**config.mk**
```make
export PLATFORM = sky130hd
export DESIGN_NAME = lcd_frame_capture
export DESIGN_NICKNAME = d
export VERILOG_FILES = /design/src/rtl/lcd_pkg.sv /design/src/rtl/lcd_edge_det.sv /design/src/rtl/lcd_frame_capture.sv
export SDC_FILE = /design/constraint.sdc
export NUM_CORES = 1
export LEC_CHECK = 0
export CAP_MARGIN = 0
export CORE_ASPECT_RATIO = 1.75
export CORE_MARGIN = 2
export CORE_UTILIZATION = 35
export DETAILED_ROUTE_END_ITERATION = 6
export SETUP_SLACK_MARGIN = 0.2
export SLEW_MARGIN = 40
export SYNTH_ARGS = -nofsm -noshare
export SYNTH_HDL_FRONTEND = slang
export SYNTH_SLANG_ARGS = --single-unit
```
**constraint.sdc**
```tcl
create_clock -name CLK -period 7.2 [get_ports CLK]
set_input_delay 1.44 -clock CLK [delete_from_list [all_inputs] [get_ports CLK]]
set_output_delay 1.44 -clock CLK [all_outputs]
set_load 0.005 [all_outputs]
```
**src/rtl/lcd_pkg.sv**
```systemverilog
// lcd_pkg: shared geometry defaults, capture FSM encoding and ERR bit positions
package lcd_pkg;
  localparam int H_ACTIVE_DEF = 800;
  localparam int V_ACTIVE_DEF = 480;
  typedef enum logic [1:0] {SYNC_SEARCH, WAIT_DEN, ACTIVE, LINE_GAP} state_t;
  localparam int ERR_W   = 0;
  localparam int ERR_H   = 1;
  localparam int ERR_DEN = 2;
endpackage

```
**src/rtl/lcd_edge_det.sv**
```systemverilog
// lcd_edge_det: flags a change of d against its previous PIX_CE sample, silent until one sample exists
module lcd_edge_det (
  input  logic clk,
  input  logic rst,
  input  logic ce,
  input  logic d,
  output logic chg
);
  logic prev, seen;
  always_ff @(posedge clk) begin
    if (rst) begin
      prev <= 1'b0;
      seen <= 1'b0;
    end else if (ce) begin
      prev <= d;
      seen <= 1'b1;
    end
  end
  assign chg = ce && seen && (d != prev);
endmodule

```
**src/rtl/lcd_frame_capture.sv**
```systemverilog
// lcd_frame_capture: LCD receive path rebuilding pixel coordinates, writing the frame store,
// measuring line/frame geometry and publishing a per-frame checksum
module lcd_frame_capture
  import lcd_pkg::*;
#(
  parameter int H_ACTIVE = H_ACTIVE_DEF,
  parameter int V_ACTIVE = V_ACTIVE_DEF,
  parameter int ADDR_W   = 19
) (
  input  logic              CLK,
  input  logic              RST,
  input  logic              PIX_CE,
  input  logic              HD,
  input  logic              VD,
  input  logic              DEN,
  input  logic [7:0]        R,
  input  logic [7:0]        G,
  input  logic [7:0]        B,
  output logic              WR_EN,
  output logic [ADDR_W-1:0] WR_ADDR,
  output logic [23:0]       WR_DATA,
  output logic              FRAME_DONE,
  output logic [31:0]       FRAME_SUM,
  output logic [11:0]       MEAS_W,
  output logic [9:0]        MEAS_H,
  output logic [2:0]        ERR,
  output logic              LOCKED
);
  localparam logic [11:0]       HW = 12'(H_ACTIVE);
  localparam logic [9:0]        VH = 10'(V_ACTIVE);
  localparam logic [ADDR_W-1:0] HA = ADDR_W'(H_ACTIVE);
  state_t state, state_n;
  logic hd_chg, vd_chg, den_chg, hd_fall, vd_fall, den_fall;
  logic pixel, line_end, frame_end, in_window, hd_seen, frame_err;
  logic [11:0] x;
  logic [9:0] y, y_fin;
  logic [ADDR_W-1:0] base;
  logic [31:0] sum;
  logic [2:0] err_set;
  lcd_edge_det u_hd (.clk(CLK), .rst(RST), .ce(PIX_CE), .d(HD), .chg(hd_chg));
  lcd_edge_det u_vd (.clk(CLK), .rst(RST), .ce(PIX_CE), .d(VD), .chg(vd_chg));
  lcd_edge_det u_den (.clk(CLK), .rst(RST), .ce(PIX_CE), .d(DEN), .chg(den_chg));
  assign hd_fall   = hd_chg && !HD;
  assign vd_fall   = vd_chg && !VD;
  assign den_fall  = den_chg && !DEN;
  assign in_window = x < HW && y < VH;
  assign y_fin     = line_end ? y + 10'd1 : y;
  always_ff @(posedge CLK) begin
    if (RST) state <= SYNC_SEARCH;
    else state <= state_n;
  end
  // A VD-falling sample is a sync event, never a pixel, even with DEN still high
  always_comb begin
    state_n   = state;
    pixel     = 1'b0;
    line_end  = 1'b0;
    frame_end = 1'b0;
    if (PIX_CE && state != SYNC_SEARCH) begin
      pixel     = DEN && !vd_fall;
      line_end  = state == ACTIVE && (vd_fall || den_fall);
      frame_end = vd_fall;
      state_n   = vd_fall ? WAIT_DEN : DEN ? ACTIVE : state == ACTIVE ? LINE_GAP : state;
    end else if (PIX_CE && vd_fall) begin
      state_n = WAIT_DEN;
    end
  end
  always_comb begin
    err_set          = 3'b000;
    err_set[ERR_W]   = line_end && x != HW;
    err_set[ERR_H]   = frame_end && y_fin != VH;
    err_set[ERR_DEN] = PIX_CE && LOCKED && DEN && !VD;
  end
  always_ff @(posedge CLK) begin
    if (RST) begin
      WR_EN      <= 1'b0;
      WR_ADDR    <= '0;
      WR_DATA    <= '0;
      FRAME_DONE <= 1'b0;
      FRAME_SUM  <= '0;
      MEAS_W     <= '0;
      MEAS_H     <= '0;
      ERR        <= '0;
      LOCKED     <= 1'b0;
      x          <= '0;
      y          <= '0;
      base       <= '0;
      sum        <= '0;
      hd_seen    <= 1'b0;
      frame_err  <= 1'b0;
    end else begin
      WR_EN      <= pixel && in_window;
      FRAME_DONE <= frame_end;
      ERR        <= ERR | err_set;
      hd_seen    <= frame_end ? hd_fall : hd_seen || hd_fall;
      frame_err  <= !frame_end && (frame_err || |err_set);
      LOCKED     <= frame_end ? !(frame_err || |err_set) && (hd_seen || hd_fall)
                              : LOCKED && !(|err_set);
      if (pixel) begin
        if (in_window) begin
          WR_ADDR <= base + ADDR_W'(x);
          WR_DATA <= {R, G, B};
        end
        x   <= (&x) ? x : x + 12'd1;
        sum <= sum + {8'h00, R, G, B};
      end
      if (line_end) begin
        MEAS_W <= x;
        x      <= '0;
        y      <= y + 10'd1;
        base   <= base + HA;
      end
      if (frame_end) begin
        MEAS_H    <= y_fin;
        FRAME_SUM <= sum;
        sum       <= '0;
        y         <= '0;
        base      <= '0;
      end
    end
  end
endmodule
```
Word level (Yosys, flattened, before mapping):

Index checks and enable logic that the tools add are counted.

* flip-flop bits (word level): 184
* latch bits: 0
* memory bits (writable): 0
* memory bits (read-only): 0
* word-level logic and storage cells: 87
* memories kept: 0

* add/sub/neg operators: 5
* $mul: 0
* div/mod/pow operators: 0
* $lt $le $gt $ge: 2
* equal/unequal tests: 7
* shift operators: 0
* mux-type cells: 11
* bitwise gates (word level): 2
* reduce and logical (&&, ||, !) cells: 40

Operators by type and width (count)
* $add A32 B24 Y32: 1
* $logic_and A1 B1 Y1: 21
* $add A19 B10 Y19 const B: 1
* $add A19 B12 Y19: 1
* $add A12 B1 Y12 const B: 1
* $lt A12 B10 Y1 const B: 1
* $ne A12 B10 Y1 const B: 1
* $reduce_and A12 Y1: 1
* $add A10 B1 Y10 const B: 1
* $lt A10 B9 Y1 const B: 1
* $mux W10: 1
* $mux W2: 5
* $ne A10 B9 Y1 const B: 1
* $logic_not A1 Y1: 7
* $reduce_and A2 Y1: 3
* $mux W1: 5
* $ne A4 B3 Y1 const B: 1
* $reduce_bool A2 Y1: 2
* $reduce_or A2 Y1: 2
* $logic_or A1 B1 Y1: 3
* $ne A1 B1 Y1: 3
* $or A3 B3 Y3: 1
* $reduce_or A3 Y1: 1
* $eq A2 B2 Y1 const B: 1
* $not A1 Y1: 1

Logic depth before layout (Yosys ltp):

Gate-level depths: netlist (run 1).

* depth in word-level cells: 14
* gate-level depth with buffers: 11

By module:

From an unflattened synthesis (run 1), not the netlist that was laid out.

* cells, all modules: 1052
* area total of the unflattened synthesis: 8534.4 sq um

By module, submodules not included
* lcd_frame_capture: instances 1, cells an instance 1028, area each 8305.5 sq um, seq. area each 3503.4 sq um
* lcd_edge_det: instances 3, cells an instance 8, area each 76.3 sq um, seq. area each 40.0 sq um

Worst setup path before layout (run 1):

Ideal clock, no wire load.

* path kind: input port to flip-flop
* from: input port B[0]
* to: register sum[26]
* library setup time: 128 ps
* data arrival time: 3293 ps
* data required time: 7072 ps
* slack: 3780 ps
* cell stages on the path: 11
* cells stage by stage: ha_1 inv_1 fa_1 nor2b_1 o211ai_1 a2111oi_2 o21ai_1 a21boi_2 nand4_1 xor2_1 nor2_1

* word-level cells in the longest chain between the ends: 1

RTL lines
* start, declared: RTL line lcd_frame_capture.sv:18 `input logic [7:0] B,`
* $add A32 B24 Y32: RTL line lcd_frame_capture.sv:104 `sum <= sum + {8'h00, R, G, B};`
* end signal, assigned: RTL line lcd_frame_capture.sv:104
* end, declared: RTL line lcd_frame_capture.sv:38 `logic [31:0] sum;`

No other way between the ends.
A chain may end at the register's enable or synchronous reset.

Worst setup path after layout (run 1):

* from: input port PIX_CE
* to: register sum[23]

* word-level cells in the longest chain between the ends: 6

RTL lines
* start, declared: RTL line lcd_frame_capture.sv:12 `input logic PIX_CE,`
* $logic_and A1 B1 Y1
* $logic_and A1 B1 Y1: RTL line lcd_edge_det.sv:19 `assign chg = ce && seen && (d != prev);`
* $logic_and A1 B1 Y1: RTL line lcd_frame_capture.sv:44 `assign vd_fall = vd_chg && !VD;`
* $logic_not A1 Y1: RTL line lcd_frame_capture.sv:59 `pixel = DEN && !vd_fall;`
* $logic_and A1 B1 Y1: RTL line lcd_frame_capture.sv:59
* $mux W1: RTL line lcd_frame_capture.sv:58 `if (PIX_CE && state != SYNC_SEARCH) begin`

Parallel ways exist; a longest one is shown, timed or not.

==> results.json, run 1 <==
{
  "status": "finished clean",
  "fmax_mhz": 247,
  "cts_setup_buffers": 0,
  "syn_to_final_growth_pct": 27.8,
  "worstPathMaxFanout": 39,
  "cts_buffers": 17,
  "drc_errors": 0,
  "rsz0062_at_grt": "false",
  "ctsResizeCount": 0,
  "die-height_um": 206,
  "tns_ns": 0,
  "powerDensity_nw_per_um2": 195,
  "syn_inst": 1006,
  "holdCritPathClass": "reg2reg",
  "gp_congestion": 0.890,
  "syn-num-nets": 1073,
  "core_area_um2": 23100,
  "critPathKind": "in2reg",
  "synth-seq-area-share": 0.438,
  "io_buffers": 132,
  "synth_area_per_cell_um2": 8.13,
  "die-area_um2": 24700,
  "drv_cap": 0,
  "crit_top_cell": "buf_4",
  "finalWirelength_um": 22000,
  "vias_per_cell": 4.97,
  "io_pins": 133,
  "slew_violations": 0,
  "end_kind": "register",
  "cts_buffer_depth": 2,
  "cp_slowest_cell": "clkdlybuf4s50_1",
  "antenna_found_initial": 0,
  "synthMuxAreaShare": 0.00627,
  "wl_met1_um": 8270,
  "cts.sinks": 179,
  "max_stage_delay_ns": 0.69,
  "vdd_drop_max_mv": 0.133,
  "synth-simple-area-share": 0.216,
  "path_cells": "clkdlybuf4s50_1 > and4b_1 > o21ai_2 > buf_4 > nand2b_1 > buf_4 > nor2_1 > nand2_1 > o21ai_0",
  "top_layer_used": "met4",
  "synth_common_cells": "nand2_1, dfxtp_1, a21oi_1",
  "setup_viol": 0,
  "start_util": 0.353,
  "multi_input_area_um2": 4330,
  "antenna-diode-count": 0,
  "wl_met2_um": 12200,
  "wl_met3_um": 723,
  "worstPathRequired_ns": 7.50,
  "num-nets-final": 1182,
  "synthXorXnorAreaFrac": 0.0707,
  "period_needed_ns": 4.04,
  "synth_cell_type_count": 60,
  "relSlewSlack": 0.481,
  "critPathArrivalTime_ns": 4.34,
  "tightest_slew_ns": 0.778,
  "synthFlopType": "dfxtp_1",
  "synthMostInstantiatedCell": "nand2_1",
  "cp-start-kind": "primary input",
  "root_buffer": "clkbuf_16",
  "final_core_util": 0.452,
  "fill_cells": 2377,
  "synth-seq-cells": 179,
  "cp_top_family": "buffers and inverters",
  "row_count": 74,
  "async_reset_ff_frac": 0,
  "final_layout_size_suffix_gt1_frac": 0.0480,
  "drtPass1Iterations": 4,
  "yosys_warnings": 0,
  "yosys.area.top_type": "dfxtp_1",
  "via_count": 7114,
  "final.period_utilization": 0.562,
  "tritoncts": "done",
  "die_w_um": 120,
  "hold_violations": 0,
  "grt.overflow.total": 0,
  "cts_htree_levels": 4,
  "drt_iter0_drc": 248,
  "pre_cts_slack_ns": 2.64,
  "syn_area_um2": 8180,
  "hold_buffers": 0,
  "grt_pass1_wl_um": 34800,
  "path_buf_inv": 3,
  "power_leakage_uw": 0.00371,
  "grt_pass1_vias": 6838,
  "netlist.area_leader.share": 0.438,
  "power_uw": 2040,
  "synthTopCellsByArea": "dfxtp_1, nand2_1, a21oi_1",
  "grt_usage": 0.181,
  "synth_top_family_by_area": "simple AND/OR/NAND/NOR gates",
  "clkTransAtPathRegs_ns": 0.06,
  "finClkSkew_ns": 0.0107,
  "clk_latency_ns": 0.44,
  "grt_start_max_net_pins": 65,
  "synth_edf_count": 0,
  "regArea_um2": 3580,
  "avgRoutedWirePerCell_um": 15.4,
  "place_hpwl_um": 16100,
  "synth_compound_area_frac": 0.173,
  "synth_adder_area_share": 0.0584,
  "ant_nets": 0,
  "worst_slack_ns": 3.16
}
## power breakdown
group	total [µW]	switching, µW	internal, µW
Clock	969	385	585
Sequential	994	1.87	993
Combinational	79.6	48.1	31.6
## cells by family after synthesis
kind of cell	Yosys count
simple gates	410
compound gates	232
flops	179
buf+inv	77
xor+xnor	66
fa+ha+maj	37
mux	5
## area by class of cell
| type | instances | area share |
|---|---|---|
| clock inverter | 10 | 0.0152 |
| tap | 304 | 0.0364 |
| clock buffer | 20 | 0.0427 |
| multi-input combinational | 750 | 0.414 |
| timing repair buffer | 143 | 0.141 |
| sequential | 179 | 0.343 |
| inverter | 24 | 0.00861 |
## stage by stage
stage                     area, µm²  hold slack, ns  std cells
final                         10500           0.452       1430
after global routing          10500           0.471       1430
after CTS                     10500           0.454       1430
after detailed placement       9850           0.445       1400
after global placement         9740           0.439       1395
after floorplan                8180           0.436       1006
## flip-flops by register name (all words and copies together), names as in the netlist, 2 cells and up
| register | flops |
|---|---|
| ERR | 3 |
| FRAME_SUM | 32 |
| MEAS_H | 10 |
| MEAS_W | 12 |
| WR_ADDR | 19 |
| WR_DATA | 24 |
| base | 14 |
| state | 2 |
| sum | 32 |
| x | 12 |
| y | 10 |
## worst min-delay path, delay by kind of cell, from the launching register on
family	cells	cell delay [ns]
DFF	1	0.31
and+or+nand+nor	1	0.05
AOI/OAI and AO/OA	1	0.05
## path summary, 6_finish.rpt
kind / start / endpoint / slack, ns / depth (start not counted)
worst max-delay path: PIX_CE / sum[23] / 3.16 / 9
worst max register to register: sum[0] / sum[26] / 4.35 / 11
worst min register to register: FRAME_SUM[19] / FRAME_SUM[19] / 0.45 / 2
worst min-delay path: FRAME_SUM[19] / FRAME_SUM[19] / 0.45 / 2
## layer usage
layer  global-route usage  vias up
met1                0.181     3285
met5                    0        -
met2                0.349      145
met3               0.0326       44
met4               0.0954        0
li1                     -     3640
## cells in the final DEF (no fill, tap or decap), types with 3 or more instances in the layout
| cell | instances |
|---|---|
| mux2i_1 | 4 |
| o211ai_1 | 5 |
| xnor2_1 | 33 |
| buf_4 | 7 |
| nand3_1 | 21 |
| a21o_1 | 14 |
| nor3b_1 | 4 |
| inv_1 | 23 |
| nand4b_1 | 3 |
| dfxtp_1 | 179 |
| ha_1 | 35 |
| nand2_1 | 230 |
| nand3b_1 | 4 |
| nor2_1 | 91 |
| nand4_1 | 12 |
| a31oi_1 | 5 |
| a211oi_1 | 17 |
| a211o_1 | 3 |
| o21a_1 | 3 |
| and3_1 | 4 |
| xor2_1 | 33 |
| nor3_1 | 9 |
| buf_16 | 3 |
| o21ai_1 | 5 |
| bufinv_16 | 4 |
| o21ai_0 | 23 |
| nor2b_1 | 6 |
| clkinv_2 | 3 |
| a21oi_1 | 125 |
| clkbuf_16 | 17 |
| a311oi_1 | 3 |
| nand2b_1 | 7 |
| or3_1 | 8 |
| o31ai_1 | 5 |
| clkdlybuf4s50_1 | 131 |
No activity file was read; power rests on OpenSTA's default activity.
==> run 2, diff against run 1 <==
==> constraint.sdc (replaced) <==
create_clock -name CLK -period 3.8 [get_ports CLK]
set_input_delay 0.76 -clock CLK [delete_from_list [all_inputs] [get_ports CLK]]
set_output_delay 0.76 -clock CLK [all_outputs]
set_load 0.005 [all_outputs]
==> results.json, run 2 (synthesized netlist as in run 1, its figures left out) <==
{
  "dp_cells": 1412,
  "layout_commonest_cell": "nand2_1",
  "grt_pass1_vias": 6944,
  "cp_top_family": "compound AO/OA/AOI/OAI gates",
  "critPathArrivalTime_ns": 3.55,
  "fin_cells": 1444,
  "relSlewSlack": 0.560,
  "tightest_slew_ns": 0.659,
  "power_leakage_uw": 0.00374,
  "avgRoutedWirePerCell_um": 15.5,
  "ctsResizeCount": 0,
  "powerDensity_nw_per_um2": 364,
  "grt_start_max_net_pins": 53,
  "root_buffer": "clkbuf_16",
  "final.period_utilization": 0.844,
  "grt_pass1_wl_um": 35600,
  "grt_usage": 0.185,
  "row_count": 74,
  "final_layout_size_suffix_gt1_frac": 0.0605,
  "place_hpwl_um": 16400,
  "drtPass1Iterations": 4,
  "rsz0062_at_grt": "false",
  "setup_viol": 0,
  "end_kind": "register",
  "gp_congestion": 0.946,
  "max_stage_delay_ns": 0.50,
  "cp-start-kind": "primary input",
  "regArea_um2": 3580,
  "path_cells": "clkdlybuf4s50_1 > ha_1 > inv_1 > fa_1 > nor2b_1 > o211ai_1 > a2111oi_2 > o21ai_1 > a21boi_2 > nand4_1 > xor2_1 > nor2_1",
  "syn_to_final_growth_pct": 28.1,
  "grt.overflow.total": 0,
  "cts_buffers": 17,
  "tritoncts": "done",
  "r2r_slack_ns": 1.06,
  "worstPathMaxFanout": 4,
  "cts_buffer_depth": 2,
  "cts_htree_levels": 4,
  "holdCritPathClass": "reg2reg",
  "power_uw": 3820,
  "fmax_mhz": 312,
  "core_area_um2": 23100,
  "io_buffers": 132,
  "slew_violations": 0,
  "final_core_util": 0.453,
  "path_buf_inv": 2,
  "die-height_um": 206,
  "ant_nets": 0,
  "vias_per_cell": 4.97,
  "start_util": 0.353,
  "die-area_um2": 24700,
  "cp_slowest_cell": "clkdlybuf4s50_1",
  "tns_ns": 0,
  "via_count": 7180,
  "num-nets-final": 1194,
  "antenna-diode-count": 0,
  "drv_cap": 0,
  "clk_latency_ns": 0.45,
  "io_pins": 133,
  "min_from": "WR_DATA[16]",
  "critPathKind": "in2reg",
  "hold_buffers": 0,
  "cts.sinks": 179,
  "vdd_drop_max_mv": 0.217,
  "die_w_um": 120,
  "cp-startpoint": "B[0]",
  "cts_setup_buffers": 0,
  "period_needed_ns": 3.21,
  "fin_hold_ws_ns": 0.453,
  "reg_top3": "FRAME_SUM: 32 flops, sum: 32 flops, WR_DATA: 24 flops",
  "finClkSkew_ns": 0.0131,
  "hold_violations": 0,
  "r2r-start": "sum[0]",
  "fill_cells": 2356,
  "finalWirelength_um": 22300,
  "drc_errors": 0,
  "multi_input_area_um2": 4330,
  "antenna_found_initial": 0,
  "clkTransAtPathRegs_ns": 0.07,
  "worstPathRequired_ns": 4.14,
  "drt_iter0_drc": 312,
  "status": "finished clean",
  "final_cell_mix": "nand2_1, dfxtp_1, clkdlybuf4s50_1"
}
run 2: cell count changes in the layout (fill, tap and decap cells not counted), moves of 3 or more:
cell,change
buf_4,+16
inv_8,+5
buf_16,-3
bufinv_16,-3
clkinv_2,-3
inv_6,+3
run 2: worst reg2reg max path, delay by kind of cell, from the launching register on:
kind	cells	cell delay (ns)
xor gates and xnor gates	1	0.16
buffers and inverters	1	0.07
DFF	1	0.36
AOI/OAI and AO/OA	4	1.05
and+or+nand+nor	3	0.39
adders and majority gates	2	0.60
run 2: per-layer routing:
metal	share of wire	vias up	global-route usage
met5	0	-	0
met4	0.019	0	0.0634
met3	0.027	32	0.0339
met2	0.57	103	0.368
met1	0.38	3377	0.189
li1	-	3668	-
run 2: metrics by stage:
step | setup slack (ns) | cell area [µm²]
after floorplan | 1.06 | 8180
after global placement | 0.223 | 9880
after detailed placement | 0.172 | 9880
after CTS | 0.631 | 10500
after global routing | 0.392 | 10500
final | 0.593 | 10500
run 2: final timing paths:
check | endpoint | cells past startpoint
hold reg to reg | WR_DATA[16] | 2
hold / removal | WR_DATA[16] | 2
setup / recovery | sum[26] | 12
setup reg to reg | sum[26] | 11
run 2: cell type report:
class / instances / area share
Multi-Input combinational cell: 750 / 0.413
Sequential cell: 179 / 0.342
Timing Repair Buffer: 155 / 0.143
Clock buffer: 17 / 0.0406
Tap cell: 304 / 0.0363
Clock inverter: 15 / 0.0160
Inverter: 24 / 0.00859
run 2: power by group:
part	total, µW	switching, µW	internal [µW]
clock	1780	845	936
combinational	157	92.7	63.8
sequential	1880	3.63	1880
total	3820	941	2880
